==> src/rtl/if_fetch_pkg.sv <==
// Shared types and defaults for the instruction-fetch stage.
package if_fetch_pkg;

  // Default bus widths and the PC that is loaded on reset.
  localparam int          IF_ADDR_W   = 32;
  localparam int          IF_INST_W   = 32;
  localparam logic [31:0] IF_RESET_PC = 32'h0000_0000;

  // One-hot fetch states: REQ issues a fetch, WAIT waits for the controller's
  // done pulse, HOLD keeps a fetched word until ID takes it.
  typedef enum logic [2:0] {
    IF_REQ  = 3'b001,
    IF_WAIT = 3'b010,
    IF_HOLD = 3'b100
  } if_state_e;

endpackage

==> src/rtl/if_fetch.sv <==
// Instruction-fetch stage: holds the PC, issues one word fetch at a time to the
// memory controller and hands {pc, inst} to ID through a valid/ready register.
// EX redirects are applied immediately; a fetch already in flight when a
// redirect arrives is remembered in kill and its data is dropped on return.
module if_fetch
  import if_fetch_pkg::*;
#(
  parameter int                ADDR_W   = IF_ADDR_W,
  parameter int                INST_W   = IF_INST_W,
  parameter logic [ADDR_W-1:0] RESET_PC = IF_RESET_PC
) (
  input  logic              clk,
  input  logic              rst,
  input  logic              rdy,
  output logic              if_re_o,
  output logic [ADDR_W-1:0] if_addr_o,
  input  logic              mem_busy_i,
  input  logic              mem_req_i,
  input  logic              mem_done_i,
  input  logic [INST_W-1:0] mem_data_i,
  input  logic              jump_i,
  input  logic [ADDR_W-1:0] jump_addr_i,
  input  logic              id_ready_i,
  output logic              inst_valid_o,
  output logic [INST_W-1:0] inst_o,
  output logic [ADDR_W-1:0] pc_o
);

  // Word alignment: the two low address bits are always zero.
  localparam logic [ADDR_W-1:0] ALIGN_MASK = ~ADDR_W'(3);
  localparam logic [ADDR_W-1:0] WORD_STEP  = ADDR_W'(4);

  if_state_e           state_q, state_d;
  logic [ADDR_W-1:0]   pc_q, pc_d;
  logic                kill_q, kill_d;
  logic                valid_q, valid_d;
  logic [INST_W-1:0]   inst_q, inst_d;
  logic [ADDR_W-1:0]   pc_out_q, pc_out_d;

  logic                accept;
  logic [ADDR_W-1:0]   jump_tgt;
  logic [ADDR_W-1:0]   pc_inc;

  // The controller takes our request on the same edge when it is idle and
  // MEM is not competing for it.
  assign accept   = (state_q == IF_REQ) && !mem_busy_i && !mem_req_i;
  assign jump_tgt = jump_addr_i & ALIGN_MASK;
  assign pc_inc   = pc_q + WORD_STEP;

  // Next-state logic: redirects first, otherwise the normal fetch sequence.
  always_comb begin
    state_d  = state_q;
    pc_d     = pc_q;
    kill_d   = kill_q;
    valid_d  = valid_q;
    inst_d   = inst_q;
    pc_out_d = pc_out_q;

    if (jump_i) begin
      // A redirect always retargets the PC and flushes the output register.
      pc_d    = jump_tgt;
      valid_d = 1'b0;
      case (state_q)
        IF_REQ: begin
          // If the old address is being accepted right now, its data must be
          // discarded when it comes back.
          if (accept) begin
            state_d = IF_WAIT;
            kill_d  = 1'b1;
          end
        end
        IF_WAIT: begin
          if (mem_done_i) begin
            state_d = IF_REQ;
            kill_d  = 1'b0;
          end else begin
            kill_d  = 1'b1;
          end
        end
        IF_HOLD: begin
          // ID is flushed by the same redirect, so a same-cycle handshake is moot.
          state_d = IF_REQ;
        end
        default: begin
          state_d = IF_REQ;
          kill_d  = 1'b0;
        end
      endcase
    end else begin
      case (state_q)
        IF_REQ: begin
          if (accept) begin
            state_d = IF_WAIT;
          end
        end
        IF_WAIT: begin
          // The first done after entering WAIT belongs to this fetch.
          if (mem_done_i) begin
            if (kill_q) begin
              kill_d  = 1'b0;
              state_d = IF_REQ;
            end else begin
              inst_d   = mem_data_i;
              pc_out_d = pc_q;
              valid_d  = 1'b1;
              pc_d     = pc_inc;
              state_d  = IF_HOLD;
            end
          end
        end
        IF_HOLD: begin
          if (valid_q && id_ready_i) begin
            valid_d = 1'b0;
            state_d = IF_REQ;
          end
        end
        default: begin
          state_d = IF_REQ;
          kill_d  = 1'b0;
        end
      endcase
    end
  end

  // State register: reset wins over rdy; rdy low freezes everything.
  always_ff @(posedge clk) begin
    if (!rst) begin
      state_q  <= IF_REQ;
      pc_q     <= RESET_PC & ALIGN_MASK;
      kill_q   <= 1'b0;
      valid_q  <= 1'b0;
      inst_q   <= '0;
      pc_out_q <= '0;
    end else if (rdy) begin
      state_q  <= state_d;
      pc_q     <= pc_d;
      kill_q   <= kill_d;
      valid_q  <= valid_d;
      inst_q   <= inst_d;
      pc_out_q <= pc_out_d;
    end
  end

  assign if_re_o      = (state_q == IF_REQ);
  assign if_addr_o    = pc_q;
  assign inst_valid_o = valid_q;
  assign inst_o       = inst_q;
  assign pc_o         = pc_out_q;

endmodule
==> config.mk <==
export PLATFORM = sky130hd
export DESIGN_NAME = if_fetch
export DESIGN_NICKNAME = d
export VERILOG_FILES = /design/src/rtl/if_fetch_pkg.sv /design/src/rtl/if_fetch.sv
export SDC_FILE = /design/constraint.sdc
export NUM_CORES = 1
export LEC_CHECK = 0
export CAP_MARGIN = 5
export CELL_PAD_IN_SITES_DETAIL_PLACEMENT = 0
export CELL_PAD_IN_SITES_GLOBAL_PLACEMENT = 1
export CORE_ASPECT_RATIO = 2
export CORE_MARGIN = 2
export CORE_UTILIZATION = 32
export DETAILED_ROUTE_END_ITERATION = 12
export GPL_TIMING_DRIVEN = 0
export MAX_ROUTING_LAYER = met4
export PLACE_DENSITY_LB_ADDON = 0.1
export RECOVER_POWER = 50
export SLEW_MARGIN = 10
export SYNTH_ARGS = -nofsm -noshare
export SYNTH_HDL_FRONTEND = slang
export SYNTH_SLANG_ARGS = --single-unit
export TNS_END_PERCENT = 30
==> constraint.sdc <==
create_clock -name clk -period 2.3 [get_ports clk]
set_input_delay 0.345 -clock clk [delete_from_list [all_inputs] [get_ports clk]]
set_output_delay 0.345 -clock clk [all_outputs]
set_load 0.01 [all_outputs]
==> results of run 1 <==
## cells by family (layout without fill, tap and decap cells)
kind of cell,Yosys count,after routing,share of synthesized area [%]
AND/OR/NAND/NOR,264,264,26.8
AO/OA/AOI/OAI,174,174,23.8
flip-flops,97,97,42.0
buffers and inverters,59,236,6.11
multiplexers,4,4,0.866
adder cells (fa/ha/maj),1,1,0.271
other,1,4,0.0811
## registers in the layout (all words and copies together), names as in the netlist
signal / cells
if_addr_o: 30
inst_o: 32
inst_valid_o: 1
kill_q: 1
pc_o: 30
state_q: 3
## worst min path at each step
stage,slack [ns],cells past startpoint,endpoint
2_1_floorplan,0.48,2,inst_o[0]$_SDFFE_PN0P_
3_3_place_gp,0.44,2,inst_o[5]$_SDFFE_PN0P_
3_5_place_dp,0.45,2,pc_o[19]$_SDFFE_PN0P_
4_1_cts,0.46,2,pc_o[19]$_SDFFE_PN0P_
5_1_grt,0.47,2,inst_o[17]$_SDFFE_PN0P_
6_report,0.45,2,pc_o[25]$_SDFFE_PN0P_
## worst max-delay path: cells and delay by family (launching register included)
kind	cells	cell delay (ns)
simple gates	3	1.19
flops	1	0.36
buf+inv	1	0.30
compound gates	1	0.30
## cell usage in the layout, fill, tap and decap left out, drive strengths merged, types with 4 or more instances in the layout
cell type      synthesis  layout
nand2                155     155
a21oi                 82      82
a211oi                10      10
inv                    5       7
o221a                  4       4
nand4                 12      12
and4                   5       5
o22ai                  6       6
a22oi                  4       4
and3                   6       6
and2                   9       9
nor3                   9       9
buf                   21      22
nand3                 17      17
o221ai                 4       4
nor2b                  4       4
o21ai                 20      20
conb                   1       4
nor2                  22      22
o31ai                  5       5
dlygate4sd3            0      92
nor4                   9       9
mux2i                  4       4
dfxtp                 97      97
clkdlybuf4s50          0      70
or4                    4       4
clkbuf                32      40
nand2b                 4       4
## power by group through the flow
stage / sequential [W] / combinational, W / clock [W]
global route: 0.00177 / 0.000481 / 0.00184
detailed placement: 0.00180 / 0.000452 / 0
finish: 0.00176 / 0.000447 / 0.00176
floorplan: 0.00180 / 0.000185 / 0
CTS: 0.00176 / 0.000456 / 0.00180
global placement: 0.00180 / 0.000452 / 0
## cell type report
| class | instances | area share (%) |
|---|---|---|
| Multi-Input combinational cell | 447 | 35.7 |
| Sequential cell | 97 | 28.1 |
| Buffer | 52 | 3.84 |
| Clock inverter | 6 | 1.66 |
| Clock buffer | 9 | 3.26 |
| Timing Repair Buffer | 163 | 23.6 |
| Tap cell | 192 | 3.47 |
| Inverter | 6 | 0.380 |
## per-layer routing
layer | GRT usage (%) | wire length (um)
met5 | - | 0
met4 | 10.7 | 682
met3 | 3.51 | 874
met2 | 42.7 | 9930
met1 | 23.7 | 6420
## metrics by stage
stage	power [W]	setup slack, ns	setup TNS (ns)	area [um^2]
6_report	0.00397	0.0516	0	6910
5_1_grt	0.00409	-0.00447	-0.00447	6910
4_1_cts	0.00401	0.00685	0	6860
3_5_place_dp	0.00225	-0.613	-11.97	6500
3_3_place_gp	0.00225	-0.591	-11.40	6500
2_1_floorplan	0.00198	0.267	0	4640
## what timing repair did
item                       CTS  global route
buffers inserted             0             1
hold buffers                 0             0
setup endpoints to repair   19            80
pin swaps                    0             1
resized for setup            5            15
==> metrics.cfg, run 1 <==
[clock_tree]
htreeDepth=3
cts_root_buf=clkbuf_16
clk_pin_slew_worst_paths_ns=0.07
cts_tree=yes
clk_latency_ns=0.35
cts_buffers=9
cts_sinks=97
cts_buffer_depth=2

[sta]
maxSlewHeadroom_pct=36.2
fmax_mhz=445
min_period_over_period_pct=97.8
timing.hold.ws_ns=0.449
clock_skew_ns=0.00819
hold_viol=0
min_period_ns=2.25
setup_viol=0
tightest_slew_ns=0.948
slew_violations=0

[critical_path]
r2r-start=if_addr_o[3]$_SDFFE_PN0P_
path_cells=clkbuf_1, nand4_1, nor4_1, nand3_1, a221oi_1
rr_endpoint=if_addr_o[23]$_SDFFE_PN0P_
r2r.worst_path.cells=5
timing.critical_path.to=if_addr_o[23]$_SDFFE_PN0P_
crit_required_ns=2.55
criticalPathCategory=flip-flop to flip-flop
crit_arrival_ns=2.50
critPathLaunch=if_addr_o[3]$_SDFFE_PN0P_
critPathMaxStageDelay_ns=0.81
cp_slowest_cell=nor4_1
r2r_setup_slack_ns=0.05
endpoint_kind=flip-flop
critPathMaxFanout=8
startpoint_type=flip-flop

[grt]
overflow=0
grt_first_pass_wirelength_mm=27.0
antenna_found_initial=0
grt_pass1_vias=5020
grtUsageTotal_pct=23.5
grt_max_degree=17

[finish]
diodes=0
nFillCells=1517
final_cells=972
nNetsFinal=849
layout.area.seq_um2=1940
areaGrowthSynthToFinish_pct=49.5
multi_input_area_um2=2470
utilization_pct=48.4
drive_above_1_share_pct=8.59

[drt]
first_pass_iters=5
via_per_inst=5.26
drtAntennaViolNets=0
drt_iter0_drc=288
vias=5108
drcViolationCount=0
wl_per_cell_um=18.4
wl_mm=17.9

[min_path]
holdCritPathClass=flip-flop to flip-flop
min_from=pc_o[25]$_SDFFE_PN0P_

[floorplanning]
core_area_um2=14300
rows=62
io_pins=170
die_h_um=174
start_util_pct=32.4
fp.dieW_um=89.0
die_area_um2=15500

[synthesis]
yosysUniqueCellTypes=62
yosysTopAreaCell=dfxtp_1
synth_area_leaders=dfxtp_1, nand2_1, a21oi_1
synth_edf_count=0
synthFlopType=dfxtp_1
yosysSeqAreaShare_pct=42.0
avgSynthCellArea_um2=7.71
synth_area_um2=4620
yosysMostFrequentCell=nand2_1
syn_inst=600
synth-seq-cells=97
synth_top_cell_area_share_pct=42.0
synth_warnings=0
synthTopCellsByCount=nand2_1, dfxtp_1, a21oi_1
async_flop_share_pct=0

[pwr]
intPower_w=0.00301
p_comb_share_pct=11.3
power_density_nw_per_um2=573
swShare_pct=24.2
p_seq_share_pct=44.4
p_sw_w=0.000960
ir_drop_mv=0.327
leakage_nw=2.65
p_clk_share_pct=44.3

[place]
dp_cells=957
gp_congestion=0.948
portBuffers=162
dp_hpwl_mm=13.7

[flow_run]
drv_cap=0

[outcome]
status=finished clean

(Power assumes the default switching activity.)
==> run 2: changes to the inputs <==
--- a/config.mk
+++ b/config.mk
@@ -14,7 +14,7 @@
 export DETAILED_ROUTE_END_ITERATION = 12
 export GPL_TIMING_DRIVEN = 0
 export MAX_ROUTING_LAYER = met4
-export PLACE_DENSITY_LB_ADDON = 0.1
+export PLACE_DENSITY = 0.86
 export RECOVER_POWER = 50
 export SLEW_MARGIN = 10
 export SYNTH_ARGS = -nofsm -noshare
==> run 2 against run 1 <==
Net effect:
- clock skew is 0.0021 ns lower
- sequential cell count stayed put
- global-route usage is 0.27 points higher
- largest cell class unchanged
- critical endpoint is now if_re_o
- sequential share of layout area is 0.27 points higher
==> metrics.cfg, run 2 (same netlist as run 1, synthesis figures left out) <==
[critical_path]
criticalPathCategory=flip-flop to output port
path_cells=clkbuf_1, nor3b_2, clkdlybuf4s50_1
critPathMaxFanout=8
crit_required_ns=1.96
rr_endpoint=if_addr_o[21]$_SDFFE_PN0P_
cp_slowest_cell=clkdlybuf4s50_1
crit_arrival_ns=1.89
worstPathBufferInverterCount=2
r2r.worst_path.cells=7
r2r_setup_slack_ns=0.08
critPathMaxStageDelay_ns=0.57
r2r-start=state_q[0]$_SDFFE_PN1P_
startpoint_type=flip-flop
crit_family=buffers and inverters
endpoint_kind=output port

[clock_tree]
htreeDepth=3
cts_root_buf=clkbuf_16
clk_latency_ns=0.35
cts-hold-fix-buffers=0
cts_tree=yes
cts_sinks=97
cts_buffers=9
cts_buffer_depth=2
clk_pin_slew_worst_paths_ns=0.07

[drt]
first_pass_iters=5
via_per_inst=5.42
drt_iter0_drc=316
vias=5283
wl_mm=18.1
wl_per_cell_um=18.6
drcViolationCount=0
drtAntennaViolNets=0

[place]
portBuffers=162
gp_congestion=0.963
dp_hpwl_mm=13.8
placed_area_um2=6500

[sta]
min_period_over_period_pct=97.2
min_period_ns=2.24
fmax_mhz=447
maxSlewHeadroom_pct=40.5
setup_viol=0
tns_ns=0
clock_skew_ns=0.00608
hold_viol=0
tightest_slew_ns=0.885
rsz0062_at_grt=yes
slew_violations=0

[grt]
grtUsageTotal_pct=23.8
overflow=0
grt_max_degree=18
antenna_found_initial=0
grt_first_pass_wirelength_mm=27.2
grt_pass1_vias=5011

[floorplanning]
die_h_um=174
io_pins=170
start_util_pct=32.4
core_area_um2=14300
die_area_um2=15500
rows=62
fp.dieW_um=89.0

[finish]
drive_above_1_share_pct=8.44
nFillCells=1461
nNetsFinal=851
areaGrowthSynthToFinish_pct=48.1
final_common_cell=nand2_1
diodes=0
final_cell_mix=nand2_1, dfxtp_1, dlygate4sd3_1
stdcell_area_um2=6850
largest_reg_flops=32
utilization_pct=48.0

[min_path]
min_from=inst_o[26]$_SDFFE_PN0P_
holdCritPathClass=flip-flop to flip-flop
worst_hold_path.endpoint=inst_o[26]$_SDFFE_PN0P_
min_delay_path_depth=2

[pwr]
leakage_nw=2.60
ir_drop_mv=0.323
power_density_nw_per_um2=533

[flow_run]
drv_cap=0

[outcome]
status=finished clean

run 2: changes by cell type in the layout (fill, tap and decap cells not counted), sizes merged:
cell,before,now
buf,22,23
clkbuf,40,41
clkinv,1,2
bufinv,3,0
inv,7,9
run 2: through the flow:
stage / worst slack, ns / total power [W] / cells / hold slack [ns]
floorplan: 0.267 / 0.00198 / 603 / 0.481
global placement: -0.612 / 0.00224 / 957 / 0.442
detailed placement: -0.612 / 0.00225 / 957 / 0.446
CTS: 0.00713 / 0.00368 / 972 / 0.457
global route: -0.0163 / 0.00379 / 974 / 0.467
finish: 0.0648 / 0.00365 / 974 / 0.451
run 2: layout make-up:
| class | instances | area [um^2] | area share [%] |
|---|---|---|---|
| timing repair buffer | 164 | 1640 | 23.9 |
| sequential | 97 | 1940 | 28.4 |
| buffer | 53 | 268 | 3.91 |
| tap | 192 | 240 | 3.51 |
| multi-input combinational | 447 | 2460 | 36.0 |
| clock inverter | 6 | 50.0 | 0.731 |
| inverter | 6 | 22.5 | 0.329 |
| clock buffer | 9 | 225 | 3.29 |
run 2: metal layers:
layer / global-route usage (%) / up-vias / part of all wire [%]
met5: - / - / 0
met4: 14.7 / 0 / 6.1
met3: 3.42 / 74 / 5.4
met2: 41.1 / 249 / 54
met1: 24.2 / 2467 / 35
li1: - / 2493 / -
run 2: worst max-delay path by stage:
stage	slack, ns	start	cells after the start	to
floorplan	0.27	if_addr_o[2]$_SDFFE_PN0P_	5	if_addr_o[30]$_SDFFE_PN0P_
detailed placement	-0.61	jump_i	8	if_addr_o[10]$_SDFFE_PN0P_
global placement	-0.61	jump_i	8	if_addr_o[10]$_SDFFE_PN0P_
finish	0.06	state_q[0]$_SDFFE_PN1P_	3	if_re_o
global route	-0.02	rdy	7	if_addr_o[21]$_SDFFE_PN0P_
CTS	0.007	if_addr_o[15]$_SDFFE_PN0P_	5	if_addr_o[29]$_SDFFE_PN0P_
run 2: report_power, final:
part,internal (W),switching (W)
clock network,0.000745,0.000695
logic,0.000227,0.000219
registers,0.00171,0.0000546
total,0.00268,0.000970
run 2: worst register-to-register path, cell delays in order, from the launching register on:
cell,delay (ns)
dfxtp_1,0.31
clkbuf_1,0.21
or4b_1,0.52
buf_2,0.19
o21ai_2,0.31
buf_4,0.27
o21ai_0,0.12
a211oi_1,0.20
run 2: repair_timing:
action                                  CTS  global route
pin swaps                                 0             1
buffers inserted                          0             2
endpoints found under the setup margin   25            32
resized for setup                         5            13
==> run 3: changes to the inputs <==
--- a/config.mk
+++ b/config.mk
@@ -11,6 +11,7 @@
 export CORE_ASPECT_RATIO = 2
 export CORE_MARGIN = 2
 export CORE_UTILIZATION = 32
+export CTS_CLUSTER_DIAMETER = 80
 export DETAILED_ROUTE_END_ITERATION = 12
 export GPL_TIMING_DRIVEN = 0
 export MAX_ROUTING_LAYER = met4
==> results of run 3 <==
Final layout, timing and power as in run 2 (identical DEF).
